===== src/rtl/rv32i_pkg.sv =====
// RV32I shared definitions: opcodes, funct3/funct7 constants and the decoded-control
// bundle handed from decode to execute.
package rv32i_pkg;

    localparam logic [6:0] OP       = 7'b0110011;
    localparam logic [6:0] OP_IMM   = 7'b0010011;
    localparam logic [6:0] LOAD     = 7'b0000011;
    localparam logic [6:0] STORE    = 7'b0100011;
    localparam logic [6:0] BRANCH   = 7'b1100011;
    localparam logic [6:0] JAL      = 7'b1101111;
    localparam logic [6:0] JALR     = 7'b1100111;
    localparam logic [6:0] LUI      = 7'b0110111;
    localparam logic [6:0] AUIPC    = 7'b0010111;
    localparam logic [6:0] SYSTEM   = 7'b1110011;
    localparam logic [6:0] MISC_MEM = 7'b0001111;

    localparam logic [2:0] F3_ADD_SUB = 3'b000;
    localparam logic [2:0] F3_SLL     = 3'b001;
    localparam logic [2:0] F3_SLT     = 3'b010;
    localparam logic [2:0] F3_SLTU    = 3'b011;
    localparam logic [2:0] F3_XOR     = 3'b100;
    localparam logic [2:0] F3_SR      = 3'b101;
    localparam logic [2:0] F3_OR      = 3'b110;
    localparam logic [2:0] F3_AND     = 3'b111;

    localparam logic [2:0] F3_BEQ  = 3'b000;
    localparam logic [2:0] F3_BNE  = 3'b001;
    localparam logic [2:0] F3_BLT  = 3'b100;
    localparam logic [2:0] F3_BGE  = 3'b101;
    localparam logic [2:0] F3_BLTU = 3'b110;
    localparam logic [2:0] F3_BGEU = 3'b111;

    localparam logic [2:0] F3_BYTE  = 3'b000;
    localparam logic [2:0] F3_HALF  = 3'b001;
    localparam logic [2:0] F3_WORD  = 3'b010;
    localparam logic [2:0] F3_BYTEU = 3'b100;
    localparam logic [2:0] F3_HALFU = 3'b101;

    localparam logic [6:0] F7_BASE = 7'b0000000;
    localparam logic [6:0] F7_ALT  = 7'b0100000;

    typedef struct packed {
        logic [4:0]  rs1_addr;
        logic [4:0]  rs2_addr;
        logic [4:0]  rd_addr;
        logic [31:0] immediate;
        logic [2:0]  alu_op;
        logic        alu_src_op;
        logic        i_sub;
        logic        i_unsigned;
        logic        i_arith;
        logic [3:0]  branch_op;
        logic        pc_src_op;
        logic        jalr_op;
        logic        alu_pc_op;
        logic        lui_op;
        logic        reg_write;
        logic        mem_read;
        logic        mem_write;
        logic [2:0]  mem_size;
    } ctrl_t;

    // Branches only need eq (000) or a signed/unsigned less-than (010/011) from the ALU.
    function automatic logic [2:0] branch_alu_op(input logic [2:0] funct3);
        case (funct3)
            F3_BLT, F3_BGE:   branch_alu_op = F3_SLT;
            F3_BLTU, F3_BGEU: branch_alu_op = F3_SLTU;
            default:          branch_alu_op = F3_ADD_SUB;
        endcase
    endfunction

endpackage


===== src/rtl/decode_stage_imm_gen.sv =====
// Combinational RV32I immediate generator: picks the I/S/B/U/J format from the opcode
// and sign-extends; every other opcode (including R-type) yields zero.
module imm_gen
    import rv32i_pkg::*;
(
    input  logic [31:0] instr,
    output logic [31:0] imm
);

    always_comb begin
        imm = '0;
        case (instr[6:0])
            OP_IMM, LOAD, JALR:
                imm = {{20{instr[31]}}, instr[31:20]};
            STORE:
                imm = {{20{instr[31]}}, instr[31:25], instr[11:7]};
            BRANCH:
                imm = {{19{instr[31]}}, instr[31], instr[7], instr[30:25], instr[11:8], 1'b0};
            LUI, AUIPC:
                imm = {instr[31:12], 12'h000};
            JAL:
                imm = {{11{instr[31]}}, instr[31], instr[19:12], instr[20], instr[30:21], 1'b0};
            default:
                imm = '0;
        endcase
    end

endmodule


===== src/rtl/decode_stage.sv =====
// RV32I decoder plus ID/EX pipeline register with stall and flush.
// Define DECODE_ILLEGAL_EN to add the o_illegal output for malformed encodings.
module decode_stage
    import rv32i_pkg::*;
#(
    parameter int unsigned      XLEN     = 32,
    parameter logic [XLEN-1:0]  RESET_PC = '0
) (
    input  logic             i_clk,
    input  logic             i_rst,
    input  logic             i_valid,
    output logic             o_ready,
    input  logic [31:0]      i_instr,
    input  logic [XLEN-1:0]  i_pc,
    input  logic             i_stall,
    input  logic             i_flush,
    output logic             o_valid,
    output logic [XLEN-1:0]  o_pc,
    output logic [4:0]       o_rs1_addr,
    output logic [4:0]       o_rs2_addr,
    output logic [4:0]       o_rd_addr,
    output logic [XLEN-1:0]  o_immediate,
    output logic [2:0]       o_alu_op,
    output logic             o_alu_src_op,
    output logic             o_i_sub,
    output logic             o_i_unsigned,
    output logic             o_i_arith,
    output logic [3:0]       o_branch_op,
    output logic             o_pc_src_op,
    output logic             o_jalr_op,
    output logic             o_alu_pc_op,
    output logic             o_lui_op,
    output logic             o_reg_write,
    output logic             o_mem_read,
    output logic             o_mem_write,
`ifdef DECODE_ILLEGAL_EN
    output logic             o_illegal,
`endif
    output logic [2:0]       o_mem_size
);

    logic [6:0]  opcode;
    logic [2:0]  funct3;
    logic [6:0]  funct7;
    logic [4:0]  rd, rs1, rs2;
    logic [31:0] imm;
    ctrl_t       dec;
    logic        dec_illegal;

    ctrl_t       ctrl_q;
    logic        valid_q;
    logic [XLEN-1:0] pc_q;
    logic        accept;

    assign opcode = i_instr[6:0];
    assign rd     = i_instr[11:7];
    assign funct3 = i_instr[14:12];
    assign rs1    = i_instr[19:15];
    assign rs2    = i_instr[24:20];
    assign funct7 = i_instr[31:25];

    imm_gen u_imm_gen (
        .instr (i_instr),
        .imm   (imm)
    );

    always_comb begin
        dec         = '0;
        dec_illegal = 1'b0;
        dec.immediate = imm;
        case (opcode)
            OP: begin
                dec.rs1_addr   = rs1;
                dec.rs2_addr   = rs2;
                dec.rd_addr    = rd;
                dec.alu_op     = funct3;
                dec.i_sub      = funct7[5] && (funct3 == F3_ADD_SUB);
                dec.i_arith    = funct7[5] && (funct3 == F3_SR);
                dec.i_unsigned = (funct3 == F3_SLTU);
                dec.reg_write  = (rd != 5'd0);
                dec_illegal    = !((funct7 == F7_BASE) ||
                                   ((funct7 == F7_ALT) && ((funct3 == F3_ADD_SUB) || (funct3 == F3_SR))));
            end
            OP_IMM: begin
                dec.rs1_addr   = rs1;
                dec.rd_addr    = rd;
                dec.alu_op     = funct3;
                dec.alu_src_op = 1'b1;
                dec.i_unsigned = (funct3 == F3_SLTU);
                dec.i_arith    = (funct3 == F3_SR) && funct7[5];
                dec.reg_write  = (rd != 5'd0);
                // Only shift-immediates constrain the upper immediate bits.
                dec_illegal    = ((funct3 == F3_SLL) && (funct7 != F7_BASE)) ||
                                 ((funct3 == F3_SR) && (funct7 != F7_BASE) && (funct7 != F7_ALT));
            end
            LOAD: begin
                dec.rs1_addr   = rs1;
                dec.rd_addr    = rd;
                dec.alu_src_op = 1'b1;
                dec.mem_read   = 1'b1;
                dec.mem_size   = funct3;
                dec.reg_write  = (rd != 5'd0);
                dec_illegal    = (funct3 == 3'b011) || (funct3[2:1] == 2'b11);
            end
            STORE: begin
                dec.rs1_addr   = rs1;
                dec.rs2_addr   = rs2;
                dec.alu_src_op = 1'b1;
                dec.mem_write  = 1'b1;
                dec.mem_size   = funct3;
                dec_illegal    = funct3[2] || (funct3 == 3'b011);
            end
            BRANCH: begin
                dec.rs1_addr   = rs1;
                dec.rs2_addr   = rs2;
                dec.alu_op     = branch_alu_op(funct3);
                dec.i_sub      = 1'b1;
                dec.i_unsigned = (funct3 == F3_BLTU) || (funct3 == F3_BGEU);
                dec.branch_op  = {1'b1, funct3};
                dec.pc_src_op  = 1'b1;
                dec_illegal    = (funct3[2:1] == 2'b01);
            end
            JAL: begin
                dec.rd_addr    = rd;
                dec.alu_src_op = 1'b1;
                dec.pc_src_op  = 1'b1;
                dec.reg_write  = (rd != 5'd0);
            end
            JALR: begin
                dec.rs1_addr   = rs1;
                dec.rd_addr    = rd;
                dec.alu_src_op = 1'b1;
                dec.pc_src_op  = 1'b1;
                dec.jalr_op    = 1'b1;
                dec.reg_write  = (rd != 5'd0);
                dec_illegal    = (funct3 != 3'b000);
            end
            LUI: begin
                dec.rd_addr    = rd;
                dec.alu_src_op = 1'b1;
                dec.lui_op     = 1'b1;
                dec.reg_write  = (rd != 5'd0);
            end
            AUIPC: begin
                dec.rd_addr    = rd;
                dec.alu_src_op = 1'b1;
                dec.alu_pc_op  = 1'b1;
                dec.reg_write  = (rd != 5'd0);
            end
            SYSTEM, MISC_MEM: begin
                dec.immediate  = '0;
            end
            default: begin
                dec_illegal    = 1'b1;
            end
        endcase
        // Malformed encodings travel down the pipe as a NOP.
        if (dec_illegal) begin
            dec = '0;
        end
    end

    assign o_ready = !valid_q || !i_stall;
    assign accept  = i_valid && o_ready && !i_flush;

`ifdef DECODE_ILLEGAL_EN
    logic illegal_q;

    always_ff @(posedge i_clk) begin
        if (i_rst) begin
            illegal_q <= 1'b0;
        end else if (!i_flush && accept) begin
            illegal_q <= dec_illegal;
        end
    end

    assign o_illegal = illegal_q;
`endif

    always_ff @(posedge i_clk) begin
        if (i_rst) begin
            valid_q <= 1'b0;
            pc_q    <= RESET_PC;
            ctrl_q  <= '0;
        end else if (i_flush) begin
            valid_q <= 1'b0;
        end else if (accept) begin
            valid_q <= 1'b1;
            pc_q    <= i_pc;
            ctrl_q  <= dec;
        end else if (!i_stall) begin
            valid_q <= 1'b0;
        end
    end

    assign o_valid      = valid_q;
    assign o_pc         = pc_q;
    assign o_rs1_addr   = ctrl_q.rs1_addr;
    assign o_rs2_addr   = ctrl_q.rs2_addr;
    assign o_rd_addr    = ctrl_q.rd_addr;
    assign o_immediate  = ctrl_q.immediate;
    assign o_alu_op     = ctrl_q.alu_op;
    assign o_alu_src_op = ctrl_q.alu_src_op;
    assign o_i_sub      = ctrl_q.i_sub;
    assign o_i_unsigned = ctrl_q.i_unsigned;
    assign o_i_arith    = ctrl_q.i_arith;
    assign o_branch_op  = ctrl_q.branch_op;
    assign o_pc_src_op  = ctrl_q.pc_src_op;
    assign o_jalr_op    = ctrl_q.jalr_op;
    assign o_alu_pc_op  = ctrl_q.alu_pc_op;
    assign o_lui_op     = ctrl_q.lui_op;
    assign o_reg_write  = ctrl_q.reg_write;
    assign o_mem_read   = ctrl_q.mem_read;
    assign o_mem_write  = ctrl_q.mem_write;
    assign o_mem_size   = ctrl_q.mem_size;

endmodule


===== config.mk =====
export PLATFORM = sky130hd
export DESIGN_NAME = decode_stage
export DESIGN_NICKNAME = d
export VERILOG_FILES = /design/src/rtl/rv32i_pkg.sv /design/src/rtl/decode_stage_imm_gen.sv /design/src/rtl/decode_stage.sv
export SDC_FILE = /design/constraint.sdc
export NUM_CORES = 1
export LEC_CHECK = 0
export BUFFER_PORTS_ARGS = -buffer_cell sky130_fd_sc_hd__buf_2
export CORE_ASPECT_RATIO = 1.75
export CORE_MARGIN = 5
export CORE_UTILIZATION = 49
export CTS_CLUSTER_DIAMETER = 150
export DETAILED_ROUTE_END_ITERATION = 8
export GPL_TIMING_DRIVEN = 1
export HOLD_SLACK_MARGIN = 0.03
export PLACE_DENSITY = 0.82
export SETUP_SLACK_MARGIN = 0.15
export SYNTH_ARGS = -nofsm -noshare
export SYNTH_HDL_FRONTEND = slang
export SYNTH_HIERARCHICAL = 1
export SYNTH_SLANG_ARGS = --single-unit
export TNS_END_PERCENT = 1

===== constraint.sdc =====
create_clock -name i_clk -period 2.45 [get_ports i_clk]
set_input_delay 0.1225 -clock i_clk [delete_from_list [all_inputs] [get_ports i_clk]]
set_output_delay 0.1225 -clock i_clk [all_outputs]
set_load 0.05 [all_outputs]

# == After elaboration in Yosys (flattened, before gate mapping) ==
# Cells that the tools add are included.
# totals
regBits,101
in_bits,69
output_inout_bits,102
elab_cells,106
# classes
n_eq_ne,22
muxes,24
bitwise,1
reduce_logical,39
# op_table
operator,count
one-hot mux 32 bit (5 select lines),1
two-way mux 68 bit,1
two-way mux 32 bit,1
equality test 7 x 6 -> 1 bit (second input constant),4
equality test 7 bit (second input constant),4
two-way mux 5 bit,3
equality test 7 x 5 -> 1 bit (second input constant),2
OR reduction 2 bit,7
OR reduction 7 bit,2
equality test 3 bit (second input constant),4
two-way mux 1 bit,11
OR reduction 3 bit,3
logical AND 1 bit,8
equality test 7 x 2 -> 1 bit (second input constant),1
equality test 7 x 4 -> 1 bit (second input constant),1
zero test 7 bit,1
logical OR 1 bit,7
inequality test 7 x 6 -> 1 bit (second input constant),1
one-hot mux 1 bit (7 select lines),1
nonzero test 7 bit,1
one-hot mux 3 bit (2 select lines),1
OR reduction 6 bit,1
nonzero test 5 bit,1
OR reduction 5 bit,1
other kinds (14),18

# == Logic depth before layout (Yosys ltp) ==
# logic_depth
depth_word,7
mapped_depth,8
depth_no_buf,6

# == By module ==
# The synthesis kept the hierarchy.
# modules_own_cells
mod,instances,cells_each,area_each_um2
decode_stage,1,421,3917.5
imm_gen,1,79,546.8

# == Worst setup path after synthesis ==
# No wires, ideal clock.
# synth_path
path_kind,register -> register
startpoint,register valid_q (netlist: o_valid)
endpoint,register ctrl_q (netlist bit o_alu_op[0])
setup_ns,0.070
t_arrival_ns,2.219
t_required_ns,2.380
path_slack_ns,0.160
path_stages_with_launch,9
n_path_buf,3
synth_period_minus_slack_ns,2.290
cell_sequence,dfxtp_1 -> and2_1 -> inv_1 -> nand2b_1 -> clkbuf_1 -> clkbuf_1 -> buf_1 -> nand2_1 -> a21oi_1
# synth_via
elab_chain_cells,5
# synth_lines
element,line,rtl
"start, declared",decode_stage.sv:51,logic valid_q;
"start signal, assigned",decode_stage.sv:182,valid_q <= 1'b0;
"start signal, assigned",decode_stage.sv:186,valid_q <= 1'b0;
"start signal, assigned",decode_stage.sv:188,valid_q <= 1'b1;
zero test 1 bit,decode_stage.sv:163,assign o_ready = !valid_q || !i_stall;
logical OR 1 bit,decode_stage.sv:163,
named net o_ready,decode_stage.sv:12,"output logic o_ready,"
logical AND 1 bit (2 in series),decode_stage.sv:164,assign accept = i_valid && o_ready && !i_flush;
AND reduction 2 bit (no line),-,
"end signal, assigned",decode_stage.sv:184,ctrl_q <= '0;
"end signal, assigned",decode_stage.sv:190,ctrl_q <= dec;
"end, declared",decode_stage.sv:50,ctrl_t ctrl_q;
# The timed path passes the listed nets, and every way through them passes these cells.
# A chain may end at the register's enable or synchronous reset.

# == Final worst setup path ==
# layout_path
startpoint,input port i_flush
endpoint,register ctrl_q (netlist bit o_rs1_addr[2])
# layout_via
elab_chain_cells,3
elab_cells_between_ends,4
# layout_lines
element,line,rtl
"start, declared",decode_stage.sv:16,"input logic i_flush,"
zero test 1 bit,decode_stage.sv:164,
logical AND 1 bit,decode_stage.sv:164,
AND reduction 2 bit (no line) *,-,
# Mark *: on every way between the ends. The rest lies on a longest branch, timed or not.

==> results_dict.tcl <==
set metrics [dict create \
    outcome "finished clean" \
    power.density_nw_per_um2 595 \
    rsz0062_at_grt "no" \
    min_period_ns 2.20 \
    syn_inst 500 \
    worstPathArrival_ns 2.47 \
    worst_path_largest_cell_delay_ns 0.72 \
    die_h_um 136 \
    tritoncts "yes" \
    maxClockFrequency_ghz 0.455 \
    cts_sinks 101 \
    htreeDepth 3 \
    cts.path.max_buffers 2 \
    final_cell_mix "170 x buf_2, 101 x dfxtp_1, 89 x nand2_1" \
    syn_to_final_growth_pct 34.8 \
    start_util_pct 49.7 \
    wl_um 13700 \
    clkPwrFrac_pct 39.3 \
    hold_viol 0 \
    p_leak_nw 2.70 \
    synth_area_um2 4460 \
    die_area_um2 11200 \
    nets 757 \
    required_ns 2.72 \
    dr.pass1.iters 5 \
    clk_pin_slew_ns 0.06 \
    cp-end-kind "flip-flop" \
    hold-worst-slack_ns 0.0495 \
    layout_commonest_cell "buf_2" \
    rows 46 \
    pin_count 171 \
    maxCapViolations 0 \
    synth_ff_type "dfxtp_1" \
    avgSynthCellArea_um2 8.93 \
    p_switching_uw 906 \
    drc 0 \
    dp_hpwl_um 9680 \
    cp_max_fo 5 \
    hp-class "input port to flip-flop" \
    portBuffers 170 \
    relSlewSlack_pct 44.3 \
    synthesis.nets 569 \
    intPower_mw 2.67 \
    diodes 0 \
    place_congestion 0.923 \
    die_w_um 82.2 \
    period_share_pct 89.7 \
    ir_worst_vdd_mv 0.462 \
    yosys_warnings 6 \
    track_usage_pct 24.8 \
    first_global_vias 4429 \
    grt_max_degree 56 \
    ys_ff_latch 101 \
    crit_chain "dlygate4sd3_1 -> buf_2 -> nand2b_1 -> a2111oi_4 -> a41oi_2 -> nor3_1 -> a32o_1" \
    r2r_slack_ns 0.46 \
    core_area_um2 8980 \
    grt_pass1_wl_um 21700 \
    vias 4543 \
    fin_skew_ns 0.00474 \
    drt_iter0_drc 330 \
    crit_type "input port to flip-flop" \
    synthDistinctLibCells 64 \
    clock_latency_ns 0.33 \
    share_seq_of_total_power_pct 47.0 \
    cts_root_buf "clkbuf_16" \
    antenna_found_initial 0 \
    ant_nets 0 \
    cp-start-kind "input port" \
    async_flop_share_pct 0 \
    drv_slew 0 \
    tns_ns 0 \
    synth_edf_count 0 \
    drive_gt1_share_pct 32.7 \
    sw_frac_of_total_pct 25.3 \
    grt_remaining_overflow 0 \
    via_per_inst 5.59 \
    slowest_stage "nor3_1" \
    comb_power_share_pct 13.7 \
    worst_slew_pin_slew_ns 0.830 \
    wire_per_inst_um 16.8 \
    tritoncts.num_buffers 9 \
    synth-seq-area-share_pct 45.3 \
    setup_viol 0 \
]
-- power by group through the flow --
| stage | Clock, mW | Sequential [mW] | Combinational (mW) |
|---|---|---|---|
| floorplan | 0 | 1.81 | 0.194 |
| finish | 1.41 | 1.68 | 0.490 |
| global placement | 0 | 1.72 | 0.429 |
| CTS | 1.44 | 1.68 | 0.481 |
| global route | 1.50 | 1.68 | 0.524 |
| detailed placement | 0 | 1.72 | 0.437 |
-- metrics by stage --
step           power, mW  instances  util (%)  worst slack (ns)  area (µm²)
2_1_floorplan       2.01        500         -             0.160        4460
3_3_place_gp        2.15        762      59.8             0.328        5370
3_5_place_dp        2.15        762      59.8             0.297        5370
4_1_cts             3.60        812      67.0             0.299        6020
5_1_grt             3.71        812      67.0             0.179        6020
6_report            3.58        812      67.0             0.253        6020
-- synth_stat cells (3+ instances only) --
cell / count / area [µm²]
nand3_1: 21 / 105
clkbuf_1: 26 / 97.6
nand4_1: 4 / 25.0
nand2b_1: 5 / 31.3
o21a_1: 3 / 22.5
nor2_1: 20 / 75.1
dfxtp_1: 101 / 2020
nor3_1: 5 / 25.0
nor2b_1: 8 / 50.1
and2b_1: 4 / 30.0
inv_1: 6 / 22.5
a21o_2: 8 / 70.1
a32oi_1: 3 / 26.3
nand3b_1: 3 / 22.5
o21ai_0: 18 / 90.1
buf_6: 5 / 56.3
a21oi_1: 45 / 225
a211o_1: 3 / 26.3
o21ai_1: 7 / 35.0
a22o_1: 50 / 438
a32o_1: 6 / 60.1
nand2_1: 89 / 334
buf_2: 6 / 30.0
-- flip-flops by register name, summed over array words and instances, names as in the netlist, 3 cells and up --
name and cells:
o_rd_addr 5, o_immediate 32, o_mem_size 3, o_rs1_addr 5, o_rs2_addr 5, o_pc 32, o_alu_op 3, o_branch_op 4
-- critical path: cells and delay by family --
family,cells,cell delay (ns)
AND/OR/NAND/NOR,2,0.93
AO/OA/AOI/OAI,3,0.75
buffers and inverters,2,0.67
-- per-layer routing --
| layer | wire (µm) | global-route usage, % | vias up | share of wire [%] |
|---|---|---|---|---|
| met5 | 0 | 0 | - | 0 |
| met2 | 7110 | 44.6 | 198 | 52 |
| met4 | 324 | 9.24 | 0 | 2.4 |
| li1 | - | - | 2181 | - |
| met1 | 5110 | 27.2 | 2142 | 37 |
| met3 | 1140 | 6.03 | 22 | 8.3 |
-- final timing paths --
| kind | startpoint | end | depth (start not counted) |
|---|---|---|---|
| max | i_flush | o_rs1_addr[2] | 7 |
| min | i_instr[9] | o_rd_addr[2] | 2 |
| max reg2reg | o_valid | o_rs1_addr[2] | 5 |
| min reg2reg | o_i_sub | o_i_sub | 2 |
-- final cells by class --
class	instances	area, µm²
clock buffer	11	253
clock inverter	4	47.5
fill	736	2960
inverter	6	22.5
multi-input combinational	353	2230
sequential	101	2020
tap	120	150
timing repair buffer	217	1290
-- logic make-up (layout without fill, tap and decap cells) --
family,Yosys count,count (layout),synth area share [%]
compound gates,162,162,27.8
xor+xnor,2,2,0.392
buf+inv,46,238,5.04
flops,101,101,45.3
mux,1,1,0.224
simple gates,188,188,21.2
-- repair_timing --
item	in CTS	in global routing
endpoints found under the setup margin	0	0
hold buffers	35	0
hold endpoints to repair	35	0
resized for setup	0	0
buffers inserted	0	0
(Power assumes the default switching activity.)
